**src/rtl/qcl_word_gather.sv**
```systemverilog
// Packs narrow elements into wide words, lane 0 first, and presents each closed
// word with its valid-lane count. One word can be held in the accumulator while the output is busy.
`ifndef BSG_WIDTH
`define BSG_WIDTH(x) ($clog2((x)+1))
`endif

module qcl_word_gather #(
  parameter int elem_width_p = 1,
  parameter int els_p        = 1
) (
  input  logic                            clk_i,
  input  logic                            reset_n_i,
  input  logic                            v_i,
  input  logic [elem_width_p-1:0]         data_i,
  input  logic                            last_i,
  output logic                            ready_o,
  output logic                            v_o,
  output logic [els_p*elem_width_p-1:0]   data_o,
  output logic [`BSG_WIDTH(els_p)-1:0]    count_o,
  input  logic                            yumi_i
);

  localparam int cnt_w_lp  = `BSG_WIDTH(els_p);
  localparam int word_w_lp = els_p * elem_width_p;

  logic [word_w_lp-1:0] acc_q, acc_d, data_q, data_d, merged;
  logic [cnt_w_lp-1:0]  cnt_q, cnt_d, count_q, count_d, closed_cnt;
  logic                 done_q, done_d, v_q, v_d;
  logic                 accept, close, out_free, drain;

  // ready comes straight from state; reset only gates it off
  assign ready_o    = reset_n_i & ~done_q;
  assign accept     = v_i & ready_o;
  assign closed_cnt = cnt_q + cnt_w_lp'(1);
  assign close      = accept & (last_i | (cnt_q == cnt_w_lp'(els_p - 1)));
  assign out_free   = ~v_q | yumi_i;
  assign drain      = done_q & out_free;

  // Lanes above cnt_q are always zero in acc_q, so the merge also zero-fills them.
  always_comb begin
    merged = acc_q;
    for (int k = 0; k < els_p; k++) begin
      if (cnt_q == cnt_w_lp'(k)) merged[k*elem_width_p +: elem_width_p] = data_i;
    end
  end

  always_comb begin
    acc_d   = acc_q;
    cnt_d   = cnt_q;
    done_d  = done_q;
    v_d     = v_q;
    data_d  = data_q;
    count_d = count_q;
    if (drain) begin
      v_d     = 1'b1;
      data_d  = acc_q;
      count_d = cnt_q;
      acc_d   = '0;
      cnt_d   = '0;
      done_d  = 1'b0;
    end else if (close && out_free) begin
      v_d     = 1'b1;
      data_d  = merged;
      count_d = closed_cnt;
      acc_d   = '0;
      cnt_d   = '0;
    end else begin
      if (yumi_i) begin
        v_d     = 1'b0;
        data_d  = '0;
        count_d = '0;
      end
      if (close) begin
        acc_d  = merged;
        cnt_d  = closed_cnt;
        done_d = 1'b1;
      end else if (accept) begin
        acc_d = merged;
        cnt_d = closed_cnt;
      end
    end
  end

  always_ff @(posedge clk_i) begin
    if (!reset_n_i) begin
      acc_q   <= '0;
      cnt_q   <= '0;
      done_q  <= 1'b0;
      v_q     <= 1'b0;
      data_q  <= '0;
      count_q <= '0;
    end else begin
      acc_q   <= acc_d;
      cnt_q   <= cnt_d;
      done_q  <= done_d;
      v_q     <= v_d;
      data_q  <= data_d;
      count_q <= count_d;
    end
  end

  assign v_o     = v_q;
  assign data_o  = data_q;
  assign count_o = count_q;

`ifndef SYNTHESIS
  always @(posedge clk_i) begin
    assert (els_p >= 1 && elem_width_p >= 1)
      else $error("qcl_word_gather: els_p and elem_width_p must be >= 1");
    if (reset_n_i) begin
      assert (!(yumi_i && !v_q))
        else $error("qcl_word_gather: yumi_i asserted with no valid word");
    end
  end
`endif

endmodule

```
**config.mk**
```make
export PLATFORM = sky130hd
export DESIGN_NAME = qcl_word_gather
export DESIGN_NICKNAME = d
export VERILOG_FILES = /design/src/rtl/qcl_word_gather.sv
export SDC_FILE = /design/constraint.sdc
export NUM_CORES = 1
export LEC_CHECK = 0
export CAP_MARGIN = 0
export CORE_AREA = 2 2 39 41
export DETAILED_ROUTE_END_ITERATION = 12
export DIE_AREA = 0 0 41 43
export PLACE_DENSITY = 0.47
export SETUP_SLACK_MARGIN = 0.1
export SYNTH_ARGS = -nofsm -noshare
export SYNTH_HDL_FRONTEND = slang
export SYNTH_SLANG_ARGS = --single-unit
```
**constraint.sdc**
```tcl
create_clock -name clk_i -period 1.15 [get_ports clk_i]
set_input_delay 0.115 -clock clk_i [delete_from_list [all_inputs] [get_ports clk_i]]
set_output_delay 0.115 -clock clk_i [all_outputs]
set_load 0.01 [all_outputs]
```
* After elaboration in Yosys (flattened, before gate mapping)
Index checks and enable logic that the tools add are counted.
** Word-level totals
- Logic and storage cells :: 36
- Bits in registers :: 6
- Bits of input ports :: 6
** Cells by class
- Reductions and logical operators :: 6
- Bitwise gates (word level) :: 11
- Muxes and demuxes :: 12
- Add/subtract/negate cells :: 1
** Operators with widths (number)
- 1-bit two-way mux :: 12
- 1-bit inverter :: 5
- 1-bit AND :: 4
- 3-bit nonzero test :: 1
- 3-bit OR reduction :: 1
- 1-bit bitwise OR :: 2
- 2-bit AND reduction :: 1
- 2-bit nonzero test :: 1
- 2-bit OR reduction :: 1
- 1-bit adder, second input constant :: 1
- 1-bit logical AND :: 1

* Longest topological paths before layout
Gate-level depths: netlist (run 1).
- Depth after elaboration :: 7
- Depth in mapped cells :: 3
- Mapped depth without buffers :: 3

* Least setup slack after synthesis (run 1)
No wires, ideal clock.
- Path type :: flip-flop to flip-flop
- Start point :: register cnt_q
- End point :: register acc_q
- Arrival :: 1.064 ns
- Stages on the path, launching flop included :: 4
- Slack :: -0.031 ns
- Cell sequence :: dfxtp_1 > and4bb_4 > mux2_4 > o211a_1
** On the way
- Longest elaborated chain between the ends :: 5
** RTL lines
- start: declaration :: RTL line 27 : logic [cnt_w_lp-1:0] cnt_q, cnt_d, count_q, count_d, closed_cnt;
- start signal: assignment :: RTL line 94 : cnt_q <= cnt_d;
- 1-bit inverter
- 1-bit bitwise OR :: RTL line 35 : assign close = accept & (last_i | (cnt_q == cnt_w_lp'(els_p - 1)));
- 1-bit AND :: RTL line 35
- 1-bit logical AND :: RTL line 61 : end else if (close && out_free) begin
- 3-bit OR reduction (no line)
- end signal: assignment :: RTL line 86 : acc_q <= '0;
- end signal: assignment :: RTL line 93 : acc_q <= acc_d;
- end: declaration :: RTL line 26 : logic [word_w_lp-1:0] acc_q, acc_d, data_q, data_d, merged;
Several ways; a longest one is shown, not always the timed one. The select of a mux whose other input is x is not followed.
A chain may end at the register's enable or synchronous reset.

* Final worst setup path (run 1)
Ends and elaborated chain as after synthesis.

==> results.md, run 1 <==
* Status: finished with violations
* Failing checks: setup timing
* Syn Inst Count at 37
* Die X at roughly 41 um
* Number of global-route vias before repair at approximately 380
* Total GRT Usage at between 10 and 15%
* Yosys reg bits at 6
* Dominant synthesized flop cell: dfxtp_1
* First-pass GRT wire length at about 1700 um
* Max-cap viol count at 0
* Worst-path maximum fanout at 3
* Final GP Congestion at ~0.90
* PnR Total Power at ~0.54 mW
* Area of the multi-input gates at approximately 210 um2
* CP Cell Sequence: and4bb_4, mux2_4, o211a_1
* CTS max path bufs at 2
* Min cycle time layout at about 1.2 ns
* Die footprint at around 1800 um2
* Synthesized Nets at 43
* Synth area leader: dfxtp_1
* Total CTS buffers at 3
* Post-DP HPWL at 733 um
* Synth-to-Final Area Change at 59.0%
* Crit path largest cell delay at 0.36 ns
* Crit path max-delay cell type: and4bb_4
* Max VDD drop at 0.454 mV
* Crit Path Category: flop to flop
* Layout cells sized above 1 at between 30% and 40%
* Post-detailed-route count of antenna-violating nets at 0
* Setup WS post-layout at -0.0391 ns
* Pre-antenna DRT Iters at 4
* CTS tree: done
* CORE AREA at between 1000 and 1500 um2
* RSZ-0062 raised after global routing: true
* Initial antenna violation count at 0
* Global route overflow at 0
* Post-Syn Area per Cell at 9.23 um2
* PortBufs at 9
* Final hold vios at 0
* Initial core utilization at roughly 25%
* Lkg Pwr at 0.247 nW
* Final nets at 66
* Worst hold path type: input port to flop
* Delay-heaviest family, CP: simple AND/OR/NAND/NOR gates
* CP bufs+invs at 0
* Clock root cell: clkbuf_4
* Diodes inserted at 0
* Setup crit start kind: flop
* Die H at between 40 and 50 um
* Synth top area share at a little over a third
* Final Cycle Share at 103%
* Largest net degree at the start of global routing at 6
* Fillers at around 150
* Clock slew at reported path FFs at roughly 0.05 ns
* Setup TNS at -0.0391 ns
* Final setup skew at approximately 0.008 ns
* Seq/Total Area, Yosys at a little over a third
* Count leader, synth: dfxtp_1
* Synth area leaders: dfxtp_1, nand2b_1, a21oi_1, and4bb_4, inv_1
* Crit path DAT at roughly 1.3 ns
* CP required at between 1 and 1.5 ns
* CP endpoint kind: flop
* Num rows at 14
* Pwr/cell area at 993 nW/um2
* Most frequent cells after synthesis: dfxtp_1, a21oi_1, inv_1, nand2b_1, nor2b_1
* DRC errors left at 0
* Final WL at ~1000 um
* Max Slew Vio Count at 0
* Fin area at between 500 and 600 um2
* # IOs at 10
* Clock sinks at 6
* Area after DPL at between 500 and 600 um2
* Fmax at 0.841 GHz
* Pre-CTS setup slack at -0.306 ns
* Storage cell area at roughly 120 um2
* Ys async rst share at 0%
* Post-synth EDFFs at 0
* Max transition margin at around 83%
* Final Setup Violations at 1
* Yosys warning total at 0
* Avg WL per Cell at about 14 um
* Via count at around 370
* Vias per cell at 4.97
* DRT iter0 DRCs at 4
* Htree depth at 1
* Post-synth cell types at 22
* Actual slew at the worst max-slew pin at 0.253 ns
* Cell Area, Synth at approximately 340 um2
* Worst-Skew Late Latency at about 0.26 ns
[power breakdown]
group	internal, mW	switching, mW	total, mW	leakage (nW)
clock	0.119	0.0916	0.211	0.0138
combinational	0.0592	0.0443	0.104	0.183
sequential	0.218	0.00656	0.225	0.0504
total	0.397	0.142	0.539	0.247
[kinds of logic after synthesis]
kind of cell           Yosys count  share of synthesized area [%]
AOI/OAI and AO/OA               14                           30.0
and+or+nand+nor                 12                           26.0
DFF                              6                           35.2
buffers and inverters            4                           4.39
muxes                            1                           4.39
[cells in the final DEF, fill, tap and decap left out, types with 2 or more instances in the layout]
| cell | Yosys | routed |
|---|---|---|
| a21oi_1 | 4 | 4 |
| buf_4 | 0 | 9 |
| clkbuf_4 | 0 | 3 |
| clkdlybuf4s50_1 | 0 | 4 |
| dfxtp_1 | 6 | 3 |
| dfxtp_2 | 0 | 3 |
| dlygate4sd2_1 | 0 | 4 |
| inv_1 | 4 | 4 |
| nand2b_1 | 4 | 4 |
| nor2b_1 | 2 | 2 |
[through the flow]
stage / utilization (%) / hold slack (ns) / std cells
floorplan: - / 0.233 / 37
global placement: 36.5 / 0.471 / 69
detailed placement: 36.5 / 0.480 / 69
CTS: 39.5 / 0.425 / 74
global route: 39.2 / 0.460 / 74
finish: 39.2 / 0.418 / 74
[path summary, 6_finish.rpt]
kind	to	slack [ns]	cells past startpoint	startpoint
setup reg to reg	acc_q	-0.04	3	cnt_q
setup / recovery	acc_q	-0.04	3	cnt_q
hold / removal	v_o	0.42	4	reset_n_i
hold reg to reg	count_o	0.49	2	count_o
[routing by layer]
layer | up-vias | share of wire, % | track usage (%)
met5 | - | 0 | 0
met4 | 0 | 3.6 | 8.00
met3 | 7 | 5.4 | 3.14
met2 | 13 | 45 | 22.2
met1 | 164 | 46 | 18.1
li1 | 184 | - | -
[area by class of cell]
cell class / instances / area share [%]
well taps: 16 / 3.69
inverters: 4 / 2.76
flip-flops and latches: 6 / 22.8
clock buffers: 3 / 4.15
repair buffers: 18 / 27.2
multi-input cells: 27 / 39.4
[sequential cells by signal, summed over array words and instances (netlist names)]
| name | flops |
|---|---|
| acc_q | 1 |
| cnt_q | 1 |
| count_o | 1 |
| data_o | 1 |
| done_q | 1 |
| v_o | 1 |
[what timing repair did]
item / 4_1_cts / 5_1_grt
pin swaps: 4 / 3
hold buffers: 0 / 0
endpoints found under the setup margin: 9 / 7
resized for setup: 9 / 2
setup buffers: 2 / 0
[tightest hold or removal path, cell delays in order]
cell and delay, ns:
dlygate4sd2_1 0.27, inv_1 0.08, buf_4 0.12, a21oi_1 0.04
Power figures use the tool's default switching activity.
==> run 2, diff against run 1 <==
--- a/config.mk
+++ b/config.mk
@@ -5,11 +5,13 @@
 export SDC_FILE = /design/constraint.sdc
 export NUM_CORES = 1
 export LEC_CHECK = 0
+export ABC_AREA = 1
 export CAP_MARGIN = 0
 export CORE_AREA = 2 2 39 41
 export DETAILED_ROUTE_END_ITERATION = 12
 export DIE_AREA = 0 0 41 43
-export PLACE_DENSITY = 0.47
+export DONT_BUFFER_PORTS = 1
+export PLACE_DENSITY = 0.36
 export SETUP_SLACK_MARGIN = 0.1
 export SYNTH_ARGS = -nofsm -noshare
 export SYNTH_HDL_FRONTEND = slang
==> run 2 against run 1 <==
Final cell count down 8.1%. Maximum frequency up 13%. First-iteration DRC count up 50%. Via count down 15%. Global-route usage down 3.6 points. Critical path depth up 4. Synthesized cell count up 22%. Flip-flop and latch count unchanged. Sequential share of layout area up 6.0 points. Highest routed layer unchanged. The flow now finishes without violations. Total power down 5.5%. Die area unchanged. Sequential power up 4%.
==> results.md, run 2 <==
* Net Sw Frac at 26.5% (was 26.4%)
* Final Setup Violations at 0 (was 1)
* Setup crit start kind: flop (unchanged)
* Post-synth cell types at 16 (was 22)
* Avg WL per Cell at 11.0 um (was 13.5 um)
* Crit path DAT at 1.19 ns (was 1.34 ns)
* Synth-to-Final Area Change at 32.0% (was 59.0%)
* Final setup skew at 0.00215 ns (was 0.00799 ns)
* Cell Area, Synth at 333 um2 (was 342 um2)
* Commonest non-fill, non-tap cell in the layout: nand2_1 (was buf_4)
* Status: finished, final reports clean (was finished with violations)
* Fillers at 157 (was 149)
* Layout cells sized above 1 at 40.4% (was 36.2%)
* Switch Pwr at 0.135 mW (was 0.142 mW)
* PortBufs at 0 (was 9)
* Vias per cell at 4.59 (was 4.97)
* Post-synth EDFFs at 0 (unchanged)
* Hold slack at 0.0336 ns (was 0.418 ns)
* DRC errors left at 0 (unchanged)
* CP endpoint kind: flop (unchanged)
* Clock root cell: clkbuf_4 (unchanged)
* Largest net degree at the start of global routing at 6 (unchanged)
* Syn Inst Count at 45 (was 37)
* Final nets at 60 (was 66)
* Synthesized Nets at 51 (was 43)
* Max transition margin at 88.3% (was 83.1%)
* Die X at 41 um (unchanged)
* Synth top area share at 36.1% (was 35.2%)
* Min cycle time layout at 1.05 ns (was 1.19 ns)
* Max-cap viol count at 0 (unchanged)
* Fin area at 439 um2 (was 543 um2)
* CTS tree: done (unchanged)
* Lkg Pwr at 0.182 nW (was 0.247 nW)
* Initial antenna violation count at 0 (unchanged)
* Storage cell area at 126 um2 (was 124 um2)
* Worst path most repeated cell: nor2_4
* CORE AREA at 1380 um2 (unchanged)
* Ys async rst share at 0% (unchanged)
* Max VDD drop at 0.523 mV (was 0.454 mV)
* Num rows at 14 (unchanged)
* Setup TNS at 0 ns (was -0.0391 ns)
* # IOs at 10 (unchanged)
* Final WL at 751 um (was 1000 um)
* Sequential fraction of design power at 45.7% (was 41.7%)
* Area of the multi-input gates at 216 um2 (was 214 um2)
* Number of global-route vias before repair at 301 (was 384)
* Pre-antenna DRT Iters at 2 (was 4)
* Crit path largest cell delay at 0.35 ns (was 0.36 ns)
* CTS max path bufs at 2 (unchanged)
* Final GP Congestion at 0.704 (was 0.898)
* Layout Utilization at 31.7% (was 39.2%)
* Most frequent cells after synthesis: nand2_1, dfxtp_1, nor2_1, nand3_1, inv_1 (was dfxtp_1, a21oi_1, inv_1, nand2b_1, nor2b_1)
* Clock power frac at 38.1% (was 39.1%)
* RSZ-0062 raised after global routing: true (unchanged)
* Total CTS buffers at 3 (unchanged)
* Global route overflow at 0 (unchanged)
* Pwr/cell area at 1160 nW/um2 (was 993 nW/um2)
* Worst hold path type: input port to flop (unchanged)
* Count leader, synth: nand2_1 (was dfxtp_1)
* Initial core utilization at 24.1% (was 24.7%)
* CP Cell Sequence: inv_4, nand3_4, nor2_4, nand2_4, and2_4, nor2_4, nor2_1 (was and4bb_4, mux2_4, o211a_1)
* Synth area leaders: dfxtp_1, nand2_1, nor2_4, nand3_1, nor2_1 (was dfxtp_1, nand2b_1, a21oi_1, and4bb_4, inv_1)
* Dominant synthesized flop cell: dfxtp_1 (unchanged)
* Die footprint at 1760 um2 (unchanged)
* Yosys reg bits at 6 (unchanged)
* Comb power frac at 16.2% (was 19.2%)
* Post-DP HPWL at 558 um (was 733 um)
* Yosys warning total at 0 (unchanged)
* Total GRT Usage at 11.0% (was 14.6%)
* Crit Path Category: flop to flop (unchanged)
* Crit path max-delay cell type: dfxtp_4 (was and4bb_4)
* Most frequent cells in the layout: nand2_1, nor2_1, nand3_1
* Post-Syn Area per Cell at 7.40 um2 (was 9.23 um2)
* Die H at 43 um (unchanged)
* Synth area leader: dfxtp_1 (unchanged)
* Diodes inserted at 0 (unchanged)
* Final hold vios at 0 (unchanged)
* Area after DPL at 360 um2 (was 505 um2)
* Cell internal pwr at 0.374 mW (was 0.397 mW)
* Clock sinks at 6 (unchanged)
* Fmax at 0.953 GHz (was 0.841 GHz)
* Max Slew Vio Count at 0 (unchanged)
* Actual slew at the worst max-slew pin at 0.175 ns (was 0.253 ns)
* First-pass GRT wire length at 1230 um (was 1700 um)
* Final Cycle Share at 91.3% (was 103%)
* Worst-path maximum fanout at 4 (was 3)
* CP required at 1.29 ns (was 1.30 ns)
* Htree depth at 1 (unchanged)
* Worst-Skew Late Latency at 0.24 ns (was 0.26 ns)
* Via count at 312 (was 368)
* DRT iter0 DRCs at 6 (was 4)
* Seq/Total Area, Yosys at 36.1% (was 35.2%)
* Post-detailed-route count of antenna-violating nets at 0 (unchanged)
* Clock slew at reported path FFs at 0.04 ns (was 0.05 ns)
run 2: final cells by class:
class	count	share of cell area (%)
Inverter	5	4.84
Timing Repair Buffer	4	7.41
Tap cell	16	4.56
Clock buffer	3	5.13
Multi-Input combinational cell	34	49.3
Sequential cell	6	28.8
run 2: layer usage:
metal | vias to the layer above | part of all wire, % | GRT usage, %
li1 | 162 | - | -
met1 | 137 | 40 | 10.7
met2 | 8 | 50 | 16.3
met3 | 5 | 6.4 | 4.71
met4 | 0 | 3.9 | 10.0
met5 | - | 0 | 0
run 2: final timing paths:
kind / startpoint / depth (start not counted) / slack (ns) / to
max: done_q / 7 / 0.10 / data_o
max reg2reg: done_q / 7 / 0.10 / data_o
min reg2reg: acc_q / 2 / 0.48 / acc_q
min: v_i / 2 / 0.03 / acc_q
run 2: timing repair:
item	4_1_cts	5_1_grt
endpoints found under the hold margin	1	0
pin swaps	2	2
resized for setup	3	6
endpoints found under the setup margin	1	6
hold buffers	1	0
setup buffers	2	0
run 2: power groups by stage:
stage / Clock (mW) / Sequential, mW / Combinational, mW
floorplan: 0 / 0.234 / 0.0565
global placement: 0 / 0.237 / 0.0679
detailed placement: 0 / 0.236 / 0.0683
CTS: 0.203 / 0.233 / 0.0785
global route: 0.215 / 0.234 / 0.0926
finish: 0.194 / 0.233 / 0.0827
run 2: cell families after synthesis:
| kind of cell | after synthesis | synth area share (%) |
|---|---|---|
| and+or+nand+nor | 29 | 47.4 |
| DFF | 6 | 36.1 |
| buffers and inverters | 5 | 5.64 |
| AOI/OAI and AO/OA | 4 | 8.27 |
| xor gates and xnor gates | 1 | 2.63 |
run 2: through the flow:
step | instances | total power [mW] | setup WS [ns]
after CTS | 68 | 0.515 | 0.0834
after global placement | 62 | 0.305 | 0.0689
after floorplan | 45 | 0.291 | 0.144
final | 68 | 0.510 | 0.100
after detailed placement | 62 | 0.305 | 0.0630
after global routing | 68 | 0.542 | 0.0381
run 2: critical path: cells and delay by family, from the launching register on:
kind | cells | cell delay [ns]
buffers and inverters | 1 | 0.07
DFF | 1 | 0.35
and+or+nand+nor | 6 | 0.51
==> run 3, diff against run 2 <==
--- a/config.mk
+++ b/config.mk
@@ -5,13 +5,12 @@
 export SDC_FILE = /design/constraint.sdc
 export NUM_CORES = 1
 export LEC_CHECK = 0
-export ABC_AREA = 1
 export CAP_MARGIN = 0
 export CORE_AREA = 2 2 39 41
 export DETAILED_ROUTE_END_ITERATION = 12
 export DIE_AREA = 0 0 41 43
 export DONT_BUFFER_PORTS = 1
-export PLACE_DENSITY = 0.36
+export PLACE_DENSITY = 0.37
 export SETUP_SLACK_MARGIN = 0.1
 export SYNTH_ARGS = -nofsm -noshare
 export SYNTH_HDL_FRONTEND = slang
==> run 3 against run 2 <==
Largest power group unchanged. Routed wire length grew 16%. Core utilization grew 0.27 points. The run now ends with setup timing left. First-iteration DRC count shrank 83%. Combinational power shrank 23%.
==> results.md, run 3 (same netlist as run 1, synthesis figures left out) <==
* Setup crit start kind: flop (unchanged)
* Fmax at 0.853 GHz (was 0.953 GHz)
* Most frequent cells in the layout: inv_1, a21oi_1, dfxtp_1, buf_4 (was nand2_1, nor2_1, nand3_1)
* RSZ-0062 raised after global routing: true (unchanged)
* Initial core utilization at 24.7% (was 24.1%)
* Final Cycle Share at 102% (was 91.3%)
* Pwr/cell area at 1100 nW/um2 (was 1160 nW/um2)
* Min cycle time layout at 1.17 ns (was 1.05 ns)
* DRT iter0 DRCs at 1 (was 6)
* Final GP Congestion at 0.796 (was 0.704)
* Crit path DAT at 1.32 ns (was 1.19 ns)
* CP required at 1.29 ns (about the same)
* CORE AREA at 1380 um2 (unchanged)
* Final Setup Violations at 1 (was 0)
* DRC errors left at 0 (unchanged)
* Final nets at 53 (was 60)
* Failing checks: setup timing
* Layout Utilization at 32.0% (was 31.7%)
* Largest net degree at the start of global routing at 8 (was 6)
* Clock sinks at 6 (unchanged)
* # Post-CTS Setup Buffers at 0 (was 2)
* Total CTS buffers at 3 (unchanged)
* Num rows at 14 (unchanged)
* # IOs at 10 (unchanged)
* Crit path max-delay cell type: and4bb_4 (was dfxtp_4)
* Max Slew Vio Count at 0 (unchanged)
* Number of global-route vias before repair at 343 (was 301)
* Crit Path Category: flop to flop (unchanged)
* Die H at 43 um (unchanged)
* Layout cells sized above 1 at 37.8% (was 40.4%)
* Lkg Pwr at 0.181 nW (was 0.182 nW)
* Total GRT Usage at 12.3% (was 11.0%)
* Initial antenna violation count at 0 (unchanged)
* Max VDD drop at 0.503 mV (was 0.523 mV)
* Worst-Skew Late Latency at 0.25 ns (was 0.24 ns)
* Final setup skew at 0.00730 ns (was 0.00215 ns)
* Via count at 313 (was 312)
* Clock root cell: clkbuf_4 (unchanged)
* Setup WS post-layout at -0.0224 ns (was 0.100 ns)
* Worst-path maximum fanout at 3 (was 4)
* Crit path largest cell delay at 0.35 ns (about the same)
* Avg WL per Cell at 14.3 um (was 11.0 um)
* Vias per cell at 5.13 (was 4.59)
* Worst hold path type: input port to flop (unchanged)
* Clock slew at reported path FFs at 0.05 ns (was 0.04 ns)
* Final WL at 871 um (was 751 um)
* Final hold vios at 0 (unchanged)
* Synth-to-Final Area Change at 29.7% (was 32.0%)
* First-pass GRT wire length at 1440 um (was 1230 um)
* CTS tree: done (unchanged)
* Actual slew at the worst max-slew pin at 0.222 ns (was 0.175 ns)
* Die footprint at 1760 um2 (unchanged)
* Htree depth at 1 (unchanged)
* Global route overflow at 0 (unchanged)
* Pre-antenna DRT Iters at 4 (was 2)
* Max transition margin at 85.1% (was 88.3%)
* CTS max path bufs at 2 (unchanged)
* CP endpoint kind: flop (unchanged)
* PortBufs at 0 (unchanged)
* PnR Total Power at 0.489 mW (was 0.510 mW)
* Post-detailed-route count of antenna-violating nets at 0 (unchanged)
* CP Cell Sequence: and4bb_4, mux2_4, o211a_1 (was inv_4, nand3_4, nor2_4, nand2_4, and2_4, nor2_4, nor2_1)
* Max-cap viol count at 0 (unchanged)
* Die X at 41 um (unchanged)
* Status: finished with violations (was finished, final reports clean)
* Diodes inserted at 0 (unchanged)
-- run 3: cell count changes in the layout (fill, tap and decap cells not counted), moves of 2 or more --
cell,change
a21oi_1,+2
nand2_1,-10
nand2b_1,+3
nand3_1,-4
nor2_1,-5
nor2_4,-3
nor2b_1,+2
-- run 3: per-layer routing --
metal | wire length (um) | global-route usage, % | vias up | share of wire (%)
li1 | - | - | 158 | -
met3 | 53 | 5.24 | 2 | 6.1
met1 | 355 | 13.5 | 146 | 41
met5 | 0 | 0 | - | 0
met4 | 17 | 4.00 | 0 | 2.0
met2 | 445 | 20.3 | 7 | 51
-- run 3: where the power goes --
group / switching, mW / internal [mW] / total [mW]
clock network: 0.0812 / 0.118 / 0.200
logic: 0.0289 / 0.0347 / 0.0636
registers: 0.00766 / 0.218 / 0.226
-- run 3: stage by stage --
stage	instance area (um2)	setup slack [ns]	instances	hold slack (ns)	setup TNS, ns
after floorplan	343	-0.0137	37	0.233	-0.0137
after global placement	393	0.00681	57	0.242	0
after detailed placement	393	-0.00788	57	0.244	-0.00788
after CTS	425	-0.0173	61	0.00746	-0.0173
after global routing	443	-0.0386	61	0.0107	-0.0396
final	443	-0.0224	61	0.0104	-0.0224
-- run 3: area by class of cell --
type / count / area (um2)
fill: 158 / 941
multi-input combinational: 27 / 223
sequential: 6 / 123
timing repair buffer: 5 / 40.0
clock buffer: 3 / 22.5
tap: 16 / 20.0
inverter: 4 / 15.0
-- run 3: final timing paths --
path,start,endpoint,slack (ns),depth (start not counted)
setup / recovery,done_q,acc_q,-0.02,3
hold / removal,reset_n_i,acc_q,0.01,1
hold reg to reg,count_o,count_o,0.52,2
setup reg to reg,done_q,acc_q,-0.02,3
-- run 3: what timing repair did --
| action | in CTS | in global routing |
|---|---|---|
| hold buffers | 1 | 0 |
| gates resized for setup | 0 | 6 |
| pin swaps | 0 | 3 |
| endpoints found under the setup margin | 2 | 6 |
| endpoints found under the hold margin | 1 | 0 |
-- run 3: critical path: cells and delay by family, from the launching register on --
kind               cells  cell delay (ns)
AOI/OAI and AO/OA      1             0.11
DFF                    1             0.31
muxes                  1             0.30
and+or+nand+nor        1             0.35
